[config.mk]
export PLATFORM = sky130hd
export DESIGN_NAME = multicycle_control_unit
export DESIGN_NICKNAME = d
export VERILOG_FILES = /design/src/rtl/mcu_pkg.sv /design/src/rtl/mc_alu_decoder.sv /design/src/rtl/multicycle_control_unit.sv
export SDC_FILE = /design/constraint.sdc
export NUM_CORES = 1
export LEC_CHECK = 0
export CORE_ASPECT_RATIO = 0.6
export CORE_MARGIN = 8
export CORE_UTILIZATION = 45
export DETAILED_ROUTE_END_ITERATION = 8
export HOLD_SLACK_MARGIN = 0.06
export PLACE_DENSITY = 0.92
export SYNTH_ARGS = -nofsm -noshare
export SYNTH_HDL_FRONTEND = slang
export SYNTH_SLANG_ARGS = --single-unit
[constraint.sdc]
create_clock -name clk -period 3.4 [get_ports clk]
set_input_delay 0.34 -clock clk [delete_from_list [all_inputs] [get_ports clk]]
set_output_delay 0.34 -clock clk [all_outputs]
set_load 0.02 [all_outputs]
[src/rtl/mcu_pkg.sv]
// rtl/mcu_pkg.sv - shared states, ALU encodings, mux selects and RV32I opcodes for the multicycle control unit
package mcu_pkg;

  typedef enum logic [3:0] {
    S_FETCH, S_DECODE, S_MEMADR, S_MEMREAD, S_MEMWB, S_MEMWRITE, S_EXECR, S_EXECI,
    S_ALUWB, S_JAL, S_JALR, S_JALWB, S_BRANCH, S_UPPER, S_TRAP
  } state_t;

  // ALU operation class handed from the FSM to the funct decoder
  typedef enum logic [2:0] {
    AOP_ADD, AOP_SUB, AOP_RTYPE, AOP_ITYPE, AOP_PASSB
  } aluop_t;

  localparam logic [3:0] ALU_ADD   = 4'd0;
  localparam logic [3:0] ALU_SUB   = 4'd1;
  localparam logic [3:0] ALU_AND   = 4'd2;
  localparam logic [3:0] ALU_OR    = 4'd3;
  localparam logic [3:0] ALU_XOR   = 4'd4;
  localparam logic [3:0] ALU_SLT   = 4'd5;
  localparam logic [3:0] ALU_SLTU  = 4'd6;
  localparam logic [3:0] ALU_SLL   = 4'd7;
  localparam logic [3:0] ALU_SRL   = 4'd8;
  localparam logic [3:0] ALU_SRA   = 4'd9;
  localparam logic [3:0] ALU_PASSB = 4'd10;

  localparam logic [2:0] IMM_I = 3'd0;
  localparam logic [2:0] IMM_S = 3'd1;
  localparam logic [2:0] IMM_B = 3'd2;
  localparam logic [2:0] IMM_J = 3'd3;
  localparam logic [2:0] IMM_U = 3'd4;

  localparam logic [1:0] RES_ALUOUT    = 2'd0;
  localparam logic [1:0] RES_DATA      = 2'd1;
  localparam logic [1:0] RES_ALURESULT = 2'd2;

  localparam logic [1:0] SRCA_PC    = 2'd0;
  localparam logic [1:0] SRCA_OLDPC = 2'd1;
  localparam logic [1:0] SRCA_RS1   = 2'd2;

  localparam logic [1:0] SRCB_RS2  = 2'd0;
  localparam logic [1:0] SRCB_IMM  = 2'd1;
  localparam logic [1:0] SRCB_FOUR = 2'd2;

  localparam logic [6:0] OP_LOAD   = 7'b0000011;
  localparam logic [6:0] OP_STORE  = 7'b0100011;
  localparam logic [6:0] OP_R      = 7'b0110011;
  localparam logic [6:0] OP_I      = 7'b0010011;
  localparam logic [6:0] OP_JAL    = 7'b1101111;
  localparam logic [6:0] OP_JALR   = 7'b1100111;
  localparam logic [6:0] OP_BRANCH = 7'b1100011;
  localparam logic [6:0] OP_LUI    = 7'b0110111;
  localparam logic [6:0] OP_AUIPC  = 7'b0010111;

endpackage

[src/rtl/mc_alu_decoder.sv]
// rtl/mc_alu_decoder.sv - maps FSM ALU class plus funct3/funct7b5 to an ALUControl encoding
module mc_alu_decoder
  import mcu_pkg::*;
#(
  parameter int ALU_CTRL_W = 4
) (
  input  aluop_t                aluop,
  input  logic [2:0]            funct3,
  input  logic                  funct7b5,
  output logic [ALU_CTRL_W-1:0] alu_control
);

  logic [3:0] op;

  always_comb begin
    op = ALU_ADD;
    case (aluop)
      AOP_ADD:   op = ALU_ADD;
      AOP_SUB:   op = ALU_SUB;
      AOP_PASSB: op = ALU_PASSB;
      AOP_RTYPE, AOP_ITYPE: begin
        case (funct3)
          // addi has no subtract form, so funct7b5 only selects SUB for R-type
          3'b000:  op = (aluop == AOP_RTYPE && funct7b5) ? ALU_SUB : ALU_ADD;
          3'b001:  op = ALU_SLL;
          3'b010:  op = ALU_SLT;
          3'b011:  op = ALU_SLTU;
          3'b100:  op = ALU_XOR;
          3'b101:  op = funct7b5 ? ALU_SRA : ALU_SRL;
          3'b110:  op = ALU_OR;
          default: op = ALU_AND;
        endcase
      end
      default: op = ALU_ADD;
    endcase
  end

  assign alu_control = ALU_CTRL_W'(op);

endmodule

[src/rtl/multicycle_control_unit.sv]
// rtl/multicycle_control_unit.sv - multicycle RV32I control FSM with cache stall and stall counter
// Optional ILLEGAL_TRAP_EN: unknown opcodes park the FSM in TRAP and raise illegal_instr.
module multicycle_control_unit
  import mcu_pkg::*;
#(
  parameter int ALU_CTRL_W  = 4,
  parameter int STALL_CNT_W = 16
) (
  input  logic                   clk,
  input  logic                   rst,
  input  logic [31:0]            instr,
  input  logic                   zero,
  input  logic                   lt,
  input  logic                   ltu,
  input  logic                   mem_ready,
  output logic                   PCWrite,
  output logic                   AdrSrc,
  output logic                   IRWrite,
  output logic                   MemRead,
  output logic                   MemWrite,
  output logic                   RegWrite,
  output logic [1:0]             ResultSrc,
  output logic [1:0]             ALUSrcA,
  output logic [1:0]             ALUSrcB,
  output logic [2:0]             ImmSrc,
  output logic [ALU_CTRL_W-1:0]  ALUControl,
  output logic [STALL_CNT_W-1:0] stall_cnt
`ifdef ILLEGAL_TRAP_EN
  ,
  output logic                   illegal_instr
`endif
);

  state_t     state, next_state;
  aluop_t     aluop;
  logic       stall_inc;
  logic       br_cond;
  logic [6:0] opcode;
  logic [2:0] funct3;
  logic       funct7b5;
  logic       unused_instr_bits;

  assign opcode            = instr[6:0];
  assign funct3            = instr[14:12];
  assign funct7b5          = instr[30];
  assign unused_instr_bits = &{1'b0, instr[31], instr[29:15], instr[11:7]};

  mc_alu_decoder #(.ALU_CTRL_W(ALU_CTRL_W)) u_alu_dec (
    .aluop       (aluop),
    .funct3      (funct3),
    .funct7b5    (funct7b5),
    .alu_control (ALUControl)
  );

  always_ff @(posedge clk or posedge rst) begin
    if (rst) state <= S_FETCH;
    else     state <= next_state;
  end

  always_ff @(posedge clk or posedge rst) begin
    if (rst)
      stall_cnt <= '0;
    else if (stall_inc && stall_cnt != '1)
      stall_cnt <= stall_cnt + STALL_CNT_W'(1);
  end

  always_comb begin
    case (funct3)
      3'b000:  br_cond = zero;
      3'b001:  br_cond = !zero;
      3'b100:  br_cond = lt;
      3'b101:  br_cond = !lt;
      3'b110:  br_cond = ltu;
      3'b111:  br_cond = !ltu;
      default: br_cond = 1'b0;
    endcase
  end

  always_comb begin
    next_state = state;
    PCWrite    = 1'b0;
    AdrSrc     = 1'b0;
    IRWrite    = 1'b0;
    MemRead    = 1'b0;
    MemWrite   = 1'b0;
    RegWrite   = 1'b0;
    ResultSrc  = RES_ALUOUT;
    ALUSrcA    = SRCA_PC;
    ALUSrcB    = SRCB_RS2;
    ImmSrc     = IMM_I;
    aluop      = AOP_ADD;
    stall_inc  = 1'b0;
    case (state)
      S_FETCH: begin
        MemRead   = 1'b1;
        ALUSrcB   = SRCB_FOUR;
        ResultSrc = RES_ALURESULT;
        if (mem_ready) begin
          IRWrite    = 1'b1;
          PCWrite    = 1'b1;
          next_state = S_DECODE;
        end else begin
          stall_inc = 1'b1;
        end
      end
      S_DECODE: begin
        ALUSrcA = SRCA_OLDPC;
        ALUSrcB = SRCB_IMM;
        ImmSrc  = IMM_B;
        case (opcode)
          OP_LOAD, OP_STORE: next_state = S_MEMADR;
          OP_R:              next_state = S_EXECR;
          OP_I:              next_state = S_EXECI;
          OP_JAL:            next_state = S_JAL;
          OP_JALR:           next_state = S_JALR;
          OP_BRANCH:         next_state = S_BRANCH;
          OP_LUI, OP_AUIPC:  next_state = S_UPPER;
`ifdef ILLEGAL_TRAP_EN
          default:           next_state = S_TRAP;
`else
          default:           next_state = S_FETCH;
`endif
        endcase
      end
      S_MEMADR: begin
        ALUSrcA    = SRCA_RS1;
        ALUSrcB    = SRCB_IMM;
        ImmSrc     = (opcode == OP_STORE) ? IMM_S : IMM_I;
        next_state = (opcode == OP_STORE) ? S_MEMWRITE : S_MEMREAD;
      end
      S_MEMREAD: begin
        AdrSrc  = 1'b1;
        MemRead = 1'b1;
        if (mem_ready) next_state = S_MEMWB;
        else           stall_inc  = 1'b1;
      end
      S_MEMWB: begin
        ResultSrc  = RES_DATA;
        RegWrite   = 1'b1;
        next_state = S_FETCH;
      end
      S_MEMWRITE: begin
        AdrSrc   = 1'b1;
        MemWrite = 1'b1;
        if (mem_ready) next_state = S_FETCH;
        else           stall_inc  = 1'b1;
      end
      S_EXECR, S_EXECI: begin
        ALUSrcA    = SRCA_RS1;
        ALUSrcB    = (state == S_EXECI) ? SRCB_IMM : SRCB_RS2;
        aluop      = (state == S_EXECI) ? AOP_ITYPE : AOP_RTYPE;
        next_state = S_ALUWB;
      end
      S_ALUWB: begin
        RegWrite   = 1'b1;
        next_state = S_FETCH;
      end
      S_JAL: begin
        ALUSrcA    = SRCA_OLDPC;
        ALUSrcB    = SRCB_FOUR;
        ImmSrc     = IMM_J;
        PCWrite    = 1'b1;
        RegWrite   = 1'b1;
        next_state = S_FETCH;
      end
      S_JALR: begin
        ALUSrcA    = SRCA_RS1;
        ALUSrcB    = SRCB_IMM;
        next_state = S_JALWB;
      end
      // target sits in ALUOut from JALR while the ALU forms oldPC+4 for the link
      S_JALWB: begin
        ALUSrcA    = SRCA_OLDPC;
        ALUSrcB    = SRCB_FOUR;
        PCWrite    = 1'b1;
        RegWrite   = 1'b1;
        next_state = S_FETCH;
      end
      S_BRANCH: begin
        ALUSrcA    = SRCA_RS1;
        aluop      = AOP_SUB;
        PCWrite    = br_cond;
        next_state = S_FETCH;
      end
      S_UPPER: begin
        ImmSrc     = IMM_U;
        ALUSrcB    = SRCB_IMM;
        ALUSrcA    = (opcode == OP_AUIPC) ? SRCA_OLDPC : SRCA_PC;
        aluop      = (opcode == OP_AUIPC) ? AOP_ADD : AOP_PASSB;
        next_state = S_ALUWB;
      end
      S_TRAP: next_state = S_TRAP;
      default: next_state = S_FETCH;
    endcase
    if (rst) begin
      PCWrite   = 1'b0;
      AdrSrc    = 1'b0;
      IRWrite   = 1'b0;
      MemRead   = 1'b0;
      MemWrite  = 1'b0;
      RegWrite  = 1'b0;
      ResultSrc = RES_ALUOUT;
      ALUSrcA   = SRCA_PC;
      ALUSrcB   = SRCB_RS2;
      ImmSrc    = IMM_I;
      aluop     = AOP_ADD;
      stall_inc = 1'b0;
    end
  end

`ifdef ILLEGAL_TRAP_EN
  assign illegal_instr = (state == S_TRAP);
`endif

endmodule
==> summary.md, run 1 <==
| Metric | Value |
|---|---|
| H-tree levels | 1 |
| Final Max Slew Viols | 0 |
| Starting density of the core | roughly 47% |
| Total Power | between 1 and 1.5 mW |
| # fillers | 313 |
| Fin util | a little over three fifths |
| Routability cong. | 0.911 |
| Layout cells sized above 1 | roughly 12% |
| Ys async rst share | 100% |
| Synth Area in Simple Gates | roughly two fifths |
| Vias in the first global route | around 1500 |
| Critical Path AT | between 2 and 3 ns |
| Post-DP HPWL | around 3.4 mm |
| Final hold viol count | 0 |
| Initial drt markers | 125 |
| Post_cts resized | 0 |
| Hold Crit Endpoint | stall_cnt[13] |
| IO buf count | between 50 and 60 |
| Core area | ~3700 um^2 |
| FMAX | 336 MHz |
| Synth Area in Adders | less than 1% |
| Area Overhead vs Synth | 33.2% |
| First-pass GRT wire length | around 7.3 mm |
| Most frequently used flop master after synthesis | dfrtp_1 |
| Drt total wl | 4.54 mm |
| Num rows | 17 |
| Max transition margin | around half |
| Largest family of logic cells by synthesized area | simple AND/OR/NAND/NOR gates |
| CTS buffer count | 3 |
| Die X | ~96 um |
| Worst setup margin | about 0.42 ns |
| Hold path start | stall_cnt[13] |
| EDFF count, synth | 0 |
| RSZ-0062 raised after global routing | no |
| Register Area | 500 um^2 |
| Crit path launch type | flip-flop |
| Clk root buf | clkbuf_8 |
| Leakage | 0.955 nW |
| R2R Path End | stall_cnt[3] |
| Crit end category | output pin |
| Multi-input gate area | 1140 um^2 |
| Least-Margin Pin Slew | between 0.7 and 0.8 ns |
| Hold-fix buffers, CTS | 0 |
| Post-route cell area | 2290 um^2 |
| Critical Setup Path Class | reg -> out |
| Seq/Total Area, Yosys | between 20 and 30% |
| Die H | between 60 and 70 um |
| Synthesis-stage register bit count | 20 |
| Max FO, Critical Path | 22 |
| Synth Area per Inst | ~8.7 um^2 |
| Drt first pass iters | 4 |
| Dpl ws | 0.663 ns |
| Mux contribution to synthesized area | roughly 3.9% |
| Total of max-cap violations | 0 |
| Hold WC Path Type | reg -> reg |
| Final ANT Viol Nets | 0 |
| Min Clock Period, post-route | just under 3 ns |
| R2R depth | 5 |
| WHS | just over 0.5 ns |
| Power Dens Cells | 541 nW/um^2 |
| Placed Instances | between 200 and 300 |
| Longest Clk Path Bufs | 2 |
| Total GRT Usage | 14.4% |
| Post-Synthesis Cells | between 150 and 200 |
| Post-CTS setup buffers | 0 |
| Post-synthesis net count | approximately 240 |
| Crit Reg-Reg Startpoint | state[0] |
| Worst Skew | between 0.0015 and 0.002 ns |
| Critical Path RT | 3.06 ns |
| Endpoints failing setup | 0 |
| Yosys cell types | between 50 and 60 |
| Synth warn | 0 |
| Fin Setup TNS | 0 ns |
| Synth Area in Compound Gates | 12.8% |
| # nets final | roughly 280 |
| Final std cells w/o fill | just under 300 |
| Worst-path clk slew | 0.07 ns |
| Outcome | complete, no violations |
| DP Area | roughly 2200 um^2 |
| DRC viols | 0 |
| Largest net degree at the start of global routing | 25 |
| GRT overflow | 0 |
| FF-to-FF setup slack | 1.26 ns |
| Period utilisation layout | between 80% and 90% |
| Synth Area in XOR/XNOR | 10.2% |
| Clock Sinks | 20 |
| ANT cells | 0 |
| CTS tree | yes |
| Via count | 1676 |
| Worst-Skew Late Latency | 0.26 ns |
| Drt wl/cell | approximately 16 um |
| Die area | 6110 um^2 |
| Ports | 73 |
| Worst IR Drop VDD | ~0.38 mV |
| Mapped cell area | ~1700 um^2 |
| Hold Path Cell Cnt | 1 |
| Vias per cell | approximately 5.8 |
| Initial antenna violation count | 0 |
## cell usage in the layout (no fill, tap or decap), types with 2 or more instances in the layout
cell / synthesis / routed
xor2_1: 17 / 17
inv_1: 4 / 4
o31ai_1: 2 / 2
o22ai_1: 3 / 3
nor3b_1: 3 / 3
o21ai_0: 5 / 5
nand2b_1: 9 / 9
o41ai_1: 2 / 2
nand3b_1: 2 / 2
nor2_1: 10 / 10
or3_1: 2 / 2
and3b_1: 2 / 2
clkbuf_8: 0 / 3
nor3_2: 7 / 7
and3_1: 3 / 3
a21oi_1: 14 / 14
nor4b_1: 2 / 2
xnor2_1: 3 / 3
nand2_1: 11 / 11
nand3_1: 8 / 8
buf_4: 0 / 3
clkdlybuf4s50_1: 0 / 51
nor3_1: 12 / 12
nor4_1: 5 / 5
dfrtp_1: 20 / 20
nor2b_1: 6 / 6
mux2i_1: 4 / 4
## routing by layer
layer  vias up  track usage [%]  wire length [um]
li1        807                -                 -
met1       799             20.2              2100
met2        68             21.5              2050
met3         2             3.73               368
met4         0             2.86                23
met5         -                0                 0
## worst max-delay path by stage
stage	to	startpoint	slack, ns	cells after the start
after floorplan	IRWrite	state[1]	1.14	4
after global placement	ImmSrc[0]	instr[5]	0.65	6
after detailed placement	ImmSrc[0]	instr[5]	0.66	6
after CTS	ALUControl[3]	state[0]	0.46	4
after global routing	ALUControl[3]	state[0]	0.32	4
final	ALUControl[3]	state[0]	0.42	4
## Yosys cell counts (all sizes together) (2+ instances only)
library cell	n	area share [%]
nor3	19	7.6
o31ai	2	0.87
nor4	6	2.6
nor2	12	4.0
mux2	2	1.5
xnor2	3	1.5
o41ai	2	1.0
and2	2	0.80
o22ai	3	1.1
inv	4	0.87
or2	2	0.73
o21ai	5	1.5
and3b	2	1.0
xor2	17	8.7
mux2i	4	2.3
nor2b	6	2.2
dfrtp	20	29
nand2	13	3.4
or3	3	1.4
nor4b	3	1.9
a21oi	14	4.1
nand3	9	2.9
nand3b	2	0.87
nor3b	4	2.0
and3	4	1.7
buf	6	2.3
clkbuf	6	1.3
nand2b	10	4.1
## power by group
group,internal [mW],switching [mW]
clock,0.0789,0.0729
sequential,0.282,0.139
combinational,0.320,0.346
## critical path, cell delays in order, from the launching register on
cell,delay (ns)
dfrtp_1,0.80
nand2b_1,0.29
or3_1,0.45
o22ai_1,0.19
clkdlybuf4s50_1,0.65
## flip-flops by register name, indices dropped and copies added, names as in the netlist
name / count
stall_cnt: 16
state: 4
## area by class of cell
cell class,instances,share of cell area (%)
Sequential cell,20,21.9
Tap cell,47,2.57
Clock buffer,3,1.81
Inverter,4,0.656
Multi-Input combinational cell,161,49.8
Timing Repair Buffer,54,23.3
## cells by family (layout without fill, tap and decap cells)
kind of cell | Yosys count | after routing
AND/OR/NAND/NOR | 100 | 100
flip-flops | 20 | 20
AO/OA/AOI/OAI | 34 | 34
multiplexers | 6 | 6
buffers and inverters | 16 | 61
adder cells (fa/ha/maj) | 1 | 1
XOR/XNOR | 20 | 20
(Power assumes the default switching activity.)
==> inputs of run 2 (changes only) <==
CELL_PAD_IN_SITES_DETAIL_PLACEMENT = 1   (was default)
CELL_PAD_IN_SITES_GLOBAL_PLACEMENT = 1   (was default)
CORE_UTILIZATION = 33   (was 45)
PLACE_DENSITY = 0.94   (was 0.92)
REMOVE_ABC_BUFFERS = 1   (was default)
==> run 2 against run 1 <==
Non-clock buffer count increased by 2. Total power rose by 4.3%. Combinational power increased by 9.0%. Largest power group unchanged. Clock power rose by 19%. Routed wire length up 16%. Clock skew barely moved. Largest cell class unchanged. Critical path type unchanged. Register-to-register slack is essentially flat.
==> summary.md, run 2 (synthesis results as in run 1) <==
| Metric | Value |
|---|---|
| DRC viols | 0 |
| Fin Setup TNS | 0 ns |
| Hold WC Path Type | reg -> reg |
| Initial antenna violation count | 0 |
| Leading cell type in the layout, fill and taps excluded | clkdlybuf4s50_1 |
| Vias per cell | about 5.4 |
| Post_cts resized | 0 |
| IO buf count | 51 |
| Final Max Slew Viols | 0 |
| Num rows | 20 |
| Crit end category | output pin |
| Endpoints failing setup | 0 |
| Longest Clk Path Bufs | 2 |
| Drt total wl | 5.26 mm |
| Starting density of the core | 34.1% |
| Final ANT Viol Nets | 0 |
| Die H | around 72 um |
| Leakage | approximately 0.97 nW |
| # nets final | about 290 |
| Final hold viol count | 0 |
| Layout cells sized above 1 | 13.5% |
| Total GRT Usage | between 10 and 15% |
| Largest net degree at the start of global routing | 23 |
| RSZ-0062 raised after global routing | no |
| Area Overhead vs Synth | 36.3% |
| Biggest register | stall_cnt |
| Max transition margin | a little over half |
| Biggest regs | stall_cnt (16), state (4) |
| CTS buffer count | 3 |
| Clock Sinks | 20 |
| Clk root buf | clkbuf_8 |
| Drt first pass iters | 4 |
| Vias in the first global route | approximately 1700 |
| Die X | 109 um |
| Hold-fix buffers, CTS | 0 |
| Critical Path RT | a little over 3 ns |
| Via count | approximately 1700 |
| Post-CTS setup buffers | 0 |
| GR Util met3 | around 3.5% |
| CTS tree | yes |
| Most frequent cells in the layout | clkdlybuf4s50_1, dfrtp_1, xor2_1 |
| Max reg flops | 16 |
| FMAX | 337 MHz |
| Drt wl/cell | 16.9 um |
| Least-Margin Pin Slew | a little under 0.7 ns |
| Min Clock Period, post-route | slightly below 3 ns |
| Die area | approximately 8000 um^2 |
| Max FO, Critical Path | 22 |
| Worst-Skew Late Latency | approximately 0.26 ns |
| Met2 Use GR | 21.2% |
| H-tree levels | 1 |
| Core area | 5030 um^2 |
| First-pass GRT wire length | a little under 9 mm |
| Worst-path clk slew | ~0.07 ns |
| Hold Path Cell Cnt | 1 |
| Ports | 73 |
| GR peak layer | met2 |
| Critical Setup Path Class | reg -> out |
| GRT overflow | 0 |
| Grt met1 use | 18.5% |
| FF-to-FF setup slack | 1.27 ns |
| ANT cells | 0 |
| Crit Reg-Reg Startpoint | state[0] |
| R2R depth | 5 |
| Period utilisation layout | between 80 and 90% |
| Initial drt markers | 67 |
| Hold Crit Endpoint | stall_cnt[13] |
| Hold path start | stall_cnt[13] |
| Critical Path AT | between 2 and 3 ns |
| Worst Skew | 0.00199 ns |
| WHS | 0.511 ns |
| Total of max-cap violations | 0 |
| Post-DP HPWL | 4.03 mm |
| Worst IR Drop VDD | between 0.15 and 0.2 mV |
| Crit path launch type | flip-flop |
| Power Dens Cells | roughly 550 nW/um^2 |
| Outcome | complete, no violations |
| Routability cong. | between 0.8 and 0.9 |
| R2R Path End | stall_cnt[12] |
[run 2: critical path, cell delays in order, from the launching register on]
cell and delay [ns]:
dfrtp_1 0.79, nand2b_1 0.28, or3_1 0.47, o22ai_1 0.19, clkdlybuf4s50_1 0.63
[run 2: final cells by class]
cell class	count	area, um^2
Multi-Input combinational cell	161	1140
Timing Repair Buffer	56	548
Inverter	4	15.0
Fill cell	597	2690
Clock buffer	4	55.1
Sequential cell	20	500
Tap cell	66	82.6
[run 2: worst max path at each step]
stage | startpoint | to | slack [ns]
floorplan | state[3] | IRWrite | 1.16
global placement | instr[1] | ALUSrcA[0] | 0.55
detailed placement | instr[1] | ALUSrcA[0] | 0.54
CTS | state[0] | ALUControl[3] | 0.41
global route | state[0] | ALUControl[1] | 0.25
finish | state[0] | ALUControl[3] | 0.43
[run 2: layer usage]
layer / routed length (um) / up-vias
met5: 0 / -
met4: 88 / 0
met3: 258 / 8
li1: - / 813
met1: 2560 / 808
met2: 2360 / 40
[run 2: power breakdown]
group,internal [mW],switching [mW]
Sequential,0.283,0.103
Clock,0.103,0.0780
Combinational,0.330,0.395
Total,0.717,0.575
[run 2: metrics by stage]
stage	util [%]	cells	cell area, um^2	power, mW	worst slack (ns)
after global routing	46.5	311	2340	1.38	0.251
after detailed placement	45.4	307	2280	1.11	0.540
after floorplan	-	185	1650	0.802	1.16
final	46.5	311	2340	1.29	0.428
after global placement	45.4	307	2280	1.08	0.549
after CTS	46.5	311	2340	1.30	0.405
